### src/rtl/instruction_fetch.sv
// Fetch stage: PC, one-cycle memory latency, 2-entry {pc, inst} buffer to decode.
// Optional fetch bounds checking is enabled by defining IFETCH_BOUNDS_CHECK_EN.
module instruction_fetch #(
    parameter logic [31:0] RESET_PC       = 32'd0,
    parameter int unsigned INST_MEM_DEPTH = 2048
) (
    input  logic        clk,
    input  logic        rst_n,
    output logic [31:0] addr,
    input  logic [31:0] instruction,
    input  logic        redirect_valid,
    input  logic [31:0] redirect_target,
    output logic        inst_valid,
    input  logic        inst_ready,
    output logic [31:0] inst_out,
    output logic [31:0] inst_pc,
    output logic        fetch_fault,
    output logic [31:0] fault_pc
);

`ifdef IFETCH_BOUNDS_CHECK_EN
    localparam bit BoundsCheck = 1'b1;
`else
    localparam bit BoundsCheck = 1'b0;
`endif

    typedef enum logic {StRun, StFault} state_e;

    state_e      state_q, state_d;
    logic [31:0] fetch_pc_q, fetch_pc_d;
    logic        req_valid_q, req_valid_d;
    logic [31:0] req_pc_q, req_pc_d;
    logic [31:0] head_pc_q, head_pc_d;
    logic [31:0] head_inst_q, head_inst_d;
    logic [31:0] tail_pc_q, tail_pc_d;
    logic [31:0] tail_inst_q, tail_inst_d;
    logic [1:0]  count_q, count_d;
    logic [31:0] fault_pc_q, fault_pc_d;

    logic        pop;
    logic [2:0]  occupancy;
    logic        room;
    logic        bad_pc;
    logic        fault_hit;
    logic        issue;
    logic [1:0]  count_tmp;
    logic [31:0] target;

    assign pop        = inst_valid & inst_ready;
    // Words still owed to decode after this cycle: buffered minus popped plus in flight.
    assign occupancy  = {1'b0, count_q} - {2'b00, pop} + {2'b00, req_valid_q};
    assign room       = occupancy < 3'd2;
    assign bad_pc     = (fetch_pc_q >= 32'(INST_MEM_DEPTH)) || (fetch_pc_q[1:0] != 2'b00);
    assign fault_hit  = BoundsCheck && bad_pc;
    assign target     = BoundsCheck ? redirect_target : {redirect_target[31:2], 2'b00};

    always_comb begin
        state_d     = state_q;
        fetch_pc_d  = fetch_pc_q;
        req_valid_d = 1'b0;
        req_pc_d    = req_pc_q;
        head_pc_d   = head_pc_q;
        head_inst_d = head_inst_q;
        tail_pc_d   = tail_pc_q;
        tail_inst_d = tail_inst_q;
        fault_pc_d  = fault_pc_q;
        issue       = 1'b0;
        count_tmp   = count_q;

        if (state_q == StRun) begin
            if (fault_hit) begin
                state_d    = StFault;
                fault_pc_d = fetch_pc_q;
            end else if (room) begin
                issue = 1'b1;
            end
        end

        if (issue) begin
            req_valid_d = 1'b1;
            req_pc_d    = fetch_pc_q;
            fetch_pc_d  = fetch_pc_q + 32'd4;
        end

        if (pop) begin
            head_pc_d   = tail_pc_q;
            head_inst_d = tail_inst_q;
            count_tmp   = count_tmp - 2'd1;
        end

        // The issue rule keeps at least one slot free whenever a word returns.
        if (req_valid_q) begin
            if (count_tmp == 2'd0) begin
                head_pc_d   = req_pc_q;
                head_inst_d = instruction;
            end else begin
                tail_pc_d   = req_pc_q;
                tail_inst_d = instruction;
            end
            count_tmp = count_tmp + 2'd1;
        end

        count_d = count_tmp;

        if (redirect_valid) begin
            count_d     = 2'd0;
            req_valid_d = 1'b0;
            fetch_pc_d  = target;
            state_d     = StRun;
        end
    end

    always_ff @(posedge clk) begin
        if (!rst_n) begin
            state_q     <= StRun;
            fetch_pc_q  <= RESET_PC;
            req_valid_q <= 1'b0;
            req_pc_q    <= 32'd0;
            head_pc_q   <= 32'd0;
            head_inst_q <= 32'd0;
            tail_pc_q   <= 32'd0;
            tail_inst_q <= 32'd0;
            count_q     <= 2'd0;
            fault_pc_q  <= 32'd0;
        end else begin
            state_q     <= state_d;
            fetch_pc_q  <= fetch_pc_d;
            req_valid_q <= req_valid_d;
            req_pc_q    <= req_pc_d;
            head_pc_q   <= head_pc_d;
            head_inst_q <= head_inst_d;
            tail_pc_q   <= tail_pc_d;
            tail_inst_q <= tail_inst_d;
            count_q     <= count_d;
            fault_pc_q  <= fault_pc_d;
        end
    end

    assign addr        = fetch_pc_q;
    assign inst_valid  = (count_q != 2'd0);
    assign inst_out    = head_inst_q;
    assign inst_pc     = head_pc_q;
    assign fetch_fault = BoundsCheck && (state_q == StFault);
    assign fault_pc    = BoundsCheck ? fault_pc_q : 32'd0;

endmodule

### config.mk
export PLATFORM = sky130hd
export DESIGN_NAME = instruction_fetch
export DESIGN_NICKNAME = d
export VERILOG_FILES = /design/src/rtl/instruction_fetch.sv
export SDC_FILE = /design/constraint.sdc
export NUM_CORES = 1
export LEC_CHECK = 0
export ABC_CLOCK_PERIOD_IN_PS = 9870
export BUFFER_PORTS_ARGS = -buffer_cell sky130_fd_sc_hd__buf_4
export CAP_MARGIN = 20
export CORE_ASPECT_RATIO = 1.25
export CORE_UTILIZATION = 58
export CTS_CLUSTER_SIZE = 30
export DETAILED_ROUTE_END_ITERATION = 8
export PLACE_DENSITY = 0.88
export SLEW_MARGIN = 20
export SYNTH_ARGS = -nofsm -noshare
export SYNTH_HDL_FRONTEND = slang
export SYNTH_SLANG_ARGS = --single-unit
export TNS_END_PERCENT = 30
### constraint.sdc
create_clock -name clk -period 9.87 [get_ports clk]
set_input_delay 0.987 -clock clk [delete_from_list [all_inputs] [get_ports clk]]
set_output_delay 0.987 -clock clk [all_outputs]
set_load 0.01 [all_outputs]
**Word-level counts from Yosys, hierarchy flattened**

Cells that the tools add are included.

- Register bits: 196
- Word-level logic and storage cells: 38

- $add $sub $neg: 5
- Magnitude comparators: 1
- Multiplexer cells: 14
- Bitwise operators: 3
- Reductions and logical operators: 5

Operators by type and width:

| cell | count |
|---|---|
| $mux 32 | 8 |
| $add 32x3->32 const B | 1 |
| $mux 1 | 4 |
| $mux 2 | 2 |
| $reduce_bool 2->1 | 2 |
| $add 3x1->3 | 1 |
| $lt 3x2->1 const B | 1 |
| $sub 2x1->3 | 1 |
| $add 2x1->2 const B | 1 |
| $logic_not 2->1 | 1 |
| $not 1->1 | 2 |
| $reduce_and 2->1 | 1 |
| $reduce_or 2->1 | 1 |
| $sub 2x1->2 const B | 1 |
| $and 1x1->1 | 1 |

**Logic depth before layout (Yosys ltp)**

- Word-level depth: 9
- Gate-level depth with buffers: 18

**Worst setup path after synthesis**

Ideal clock, no wire load.

- Kind: input to register
- Start point: in inst_ready
- End point: reg fetch_pc_q[15] (netlist: addr[15])
- Arrival time: 4,370 ps
- Data required time: 9,748 ps
- Setup slack: 5,378 ps
- Stages: 16
- Cells stage by stage: nand2b_1 > clkbuf_1 > buf_2 > buf_1 > inv_1 > ha_1 > inv_1 > ha_1 > inv_1 > fa_1 > clkbuf_1 > nand4_1 > or4_1 > buf_2 > o31a_1 > o311a_1

- Longest elaborated chain between the ends: 7

Ends and longest elaborated chain:

| element | RTL line | source |
|---|---|---|
| start, declared | 14 | `input logic inst_ready,` |
| $and 1x1->1 | 49 | `assign pop = inst_valid & inst_ready;` |
| $sub 2x1->3 | 51 | `assign occupancy = {1'b0, count_q} - {2'b00, pop} + {2'b00, req_valid_q};` |
| $add 3x1->3 | 51 |  |
| $lt 3x2->1 | 52 | `assign room = occupancy < 3'd2;` |
| $mux 1 | 74 | `end else if (room) begin` |
| $mux 1 | 70 | `if (state_q == StRun) begin` |
| $reduce_bool 2->1 (no source line) | -- |  |
| end signal, assigned | 127 | `fetch_pc_q <= fetch_pc_d;` |
| end, declared | 30 | `logic [31:0] fetch_pc_q, fetch_pc_d;` |

No other way between the ends.
A chain may end at the register's enable or synchronous reset.

**Worst setup path after layout**

- Start point: reg count_q[1]
- End point: reg fetch_pc_q[2] (netlist: addr[2])

- Longest elaborated chain between the ends: 8

Ends and longest elaborated chain:

| element | RTL line | source |
|---|---|---|
| start, declared | 37 | `logic [1:0] count_q, count_d;` |
| start signal, assigned | 134 | `count_q <= count_d;` |
| $reduce_bool 2->1 | 140 | `assign inst_valid = (count_q != 2'd0);` |
| $and 1x1->1 | 49 |  |
| $sub 2x1->3 * | 51 |  |
| $add 3x1->3 * | 51 |  |
| $lt 3x2->1 * | 52 |  |
| $mux 1 * | 74 |  |
| $mux 1 * | 70 |  |
| $reduce_bool 2->1 (no source line) * | -- |  |

Mark *: on every way between the ends. The rest lies on a longest branch, timed or not.

==> impl_metrics.py <==
metrics = {
    "clock_tree": {
        "cts.repair.resized": 0,
        "cts_hold_buffers": 0,
        "cts_buffers": 17,
        "post_cts_buffers": 0,
        "clock_latency_ps": 420,
        "cts_num_sinks": 189,
        "cts_buffer_depth": 2,
        "root_buffer": "clkbuf_16",
        "cts_tree": "built",
        "cts-htree-levels": 4,
        "clk_pin_slew_ps": 70,
    },
    "worst_setup_path": {
        "crit_type": "reg -> reg",
        "worst_setup_path_start_kind": "register",
        "cp.required_ps": 10190,
        "crit_slowest_cell": "nand2_1",
        "worstPathCellList": "inv_1 -> ha_1 -> nand2b_4 -> inv_1 -> ha_1 -> inv_1 -> ha_1 -> inv_1 -> fa_1 -> xnor2_1 -> nand2_1 -> xnor2_1 -> o211a_1",
        "worstPathArrival_ps": 4700,
        "path_common_cell": "inv_1",
        "critPathCaptureType": "register",
        "cpPeakStageDelay_ps": 790,
        "path_max_fanout": 31,
    },
    "timing": {
        "setup_violations": 0,
        "period_share": 0.444,
        "clock.fmax_ghz": 0.228,
        "grt_setup_unrepaired": "no",
        "fin_skew_ps": 8.76,
        "slew_violations": 0,
        "finalSetupTns_ps": 0,
        "slew_headroom": 0.315,
        "timing_hold_violations_final": 0,
        "period_needed_ps": 4380,
        "tightest_slew_ps": 1030,
    },
    "pwr": {
        "vdd_ir_drop_max_mv": 0.109,
        "p_sw_mw": 0.504,
        "combPwrFrac": 0.144,
        "switching_share": 0.277,
        "pwr-share-clk": 0.388,
        "p_leak_nw": 4.29,
        "p_per_area_nw_per_um2": 182,
        "seqPwrFrac": 0.467,
        "p_int_mw": 1.32,
    },
    "grt": {
        "grt_max_degree": 109,
        "grt_pass1_wl_mm": 30.7,
        "antenna_found_initial": 0,
        "grt_overflow": 0,
        "first_global_vias": 6422,
        "track_usage": 0.262,
    },
    "synth": {
        "synth_seq_cells": 189,
        "synth_edf_count": 0,
        "ys_warn_count": 0,
        "yosys_most_used_dff": "dfxtp_1",
        "synthDistinctLibCells": 49,
        "netlist_area_um2": 8300,
        "syn_inst": 989,
        "yosysSeqAreaShare": 0.456,
        "synth-async-reset-ratio": 0,
        "synth_top_area_share": 0.456,
        "synth_largest_area_cell": "dfxtp_1",
        "ys_top_cells_by_area": "dfxtp_1 (46%), nand2_1 (12%), a21boi_0 (8.3%)",
        "syn_area_per_cell_um2": 8.39,
    },
    "routing": {
        "dr.pass1.iters": 5,
        "via_count": 7144,
        "routed_wl_mm": 19.4,
        "drtIter0Drc": 561,
        "final_antenna_net_count": 0,
        "drcViolationCount": 0,
        "detail_route.wl_per_cell_um": 15.1,
        "viasPerCell": 5.54,
    },
    "layout": {
        "synthToLayoutAreaGrowth_pct": 20.4,
        "n_antenna_cell": 0,
        "fin_area_um2": 9990,
        "layout-drive-gt1-share": 0.186,
        "layout.nets": 1176,
    },
    "floorplan": {
        "rows": 48,
        "pin_count": 198,
        "die_h_um": 136,
        "start_util": 0.598,
        "fp.dieArea_um2": 14800,
        "fp.coreArea_um2": 13900,
        "die_w_um": 109,
    },
    "placement": {
        "hpwl_mm": 12.3,
        "portBuffers": 160,
        "place_area_um2": 9370,
        "place.gp.congestion": 0.886,
    },
    "worst_hold_path": {
        "min_path_type": "reg -> reg",
    },
    "outcome": {
        "status": "complete, no violations",
    },
    "job": {
        "maxCapViolCount": 0,
    },
}
## state kept, by name, indices dropped and copies added (netlist names)
register	flops
req_pc_q	30
inst_out	32
tail_pc_q	30
count_q	2
inst_pc	32
req_valid_q	1
addr	30
tail_inst_q	32
## power by group through the flow
stage	logic [mW]	clock network, mW	registers [mW]
after floorplan	0.164	0	0.865
after global placement	0.253	0	0.865
after detailed placement	0.259	0	0.866
after CTS	0.262	0.719	0.850
after global routing	0.289	0.751	0.856
final	0.262	0.707	0.851
## worst max-delay path, delay by kind of cell, from the launching register on
kind	cells	cell delay, ps
buf+inv	4	320
compound gates	1	230
fa+ha+maj	4	1110
simple gates	2	1290
xor+xnor	2	930
flops	1	380
## final cells by class
class	count	area, µm²
multi-input combinational	717	4090
fill	1078	3880
sequential	189	3780
timing repair buffer	165	1240
clock buffer	17	425
tap	175	219
clock inverter	15	188
inverter	12	45.0
## placed cells by master, fill, tap and decap left out, types with 6 or more instances in the layout
cell type  count
nand2_1      269
conb_1        35
nor4_1        11
inv_1         11
dfxtp_1      189
nor2_1        15
clkbuf_16     17
a21boi_0      92
nor3_1         7
o21ai_0       87
a21oi_1       10
or4_1          7
xor2_1         6
nand3_1       20
nand4_1       12
mux2i_1       62
buf_4        165
and3_1        10
a211oi_1       6
## worst paths after layout
kind | depth (start not counted) | to | slack (ps) | start
max | 13 | addr[2]$_SDFFE_PN0P_ | 5490 | count_q[1]$_SDFF_PP0_
min | 2 | tail_pc_q[12]$_SDFFE_PN0P_ | 460 | tail_pc_q[12]$_SDFFE_PN0P_
max reg2reg | 13 | addr[2]$_SDFFE_PN0P_ | 5490 | count_q[1]$_SDFF_PP0_
min reg2reg | 2 | tail_pc_q[12]$_SDFFE_PN0P_ | 460 | tail_pc_q[12]$_SDFFE_PN0P_
## metal layers
layer | global-route usage | up-vias | routed length (µm)
met5 | 0 | - | 0
met4 | 0.0886 | 0 | 237
met3 | 0.0481 | 18 | 1000
met2 | 0.455 | 240 | 9770
met1 | 0.322 | 3358 | 8420
li1 | - | 3528 | -
## per-stage QoR
stage | utilization | hold slack, ps | power (mW) | instances | setup WS (ps)
after floorplan | - | 443 | 1.03 | 1023 | 5380
after global placement | 0.675 | 448 | 1.12 | 1258 | 5230
after detailed placement | 0.675 | 456 | 1.13 | 1258 | 5210
after CTS | 0.719 | 466 | 1.83 | 1290 | 5490
after global routing | 0.720 | 475 | 1.90 | 1290 | 5230
final | 0.720 | 463 | 1.82 | 1290 | 5490
## cell families (layout without fill, tap and decap cells)
logic type | after synthesis | after routing | synth area share
muxes | 62 | 62 | 0.0748
DFF | 189 | 189 | 0.456
buffers and inverters | 117 | 209 | 0.0707
AOI/OAI and AO/OA | 224 | 224 | 0.177
and+or+nand+nor | 379 | 379 | 0.199
other | 1 | 35 | 0.000452
xor gates and xnor gates | 11 | 11 | 0.0116
adders and majority gates | 6 | 6 | 0.00995
## synth_stat cells, types with 5 or more instances
library cell and number:
nand2_1 270, dfxtp_1 189, a21boi_0 92, o21ai_0 87
mux2i_1 62, clkbuf_1 60, buf_4 35, nand3_1 20
nor2_1 17, nand4_1 12, and3_1 11, inv_1 11
nor4_1 11, a21oi_1 10, buf_2 7, nand2b_1 7
nor3_1 7, or4_1 7, a211oi_1 6, xor2_1 6
ha_1 5, xnor2_1 5
Power figures use the tool's default switching activity.
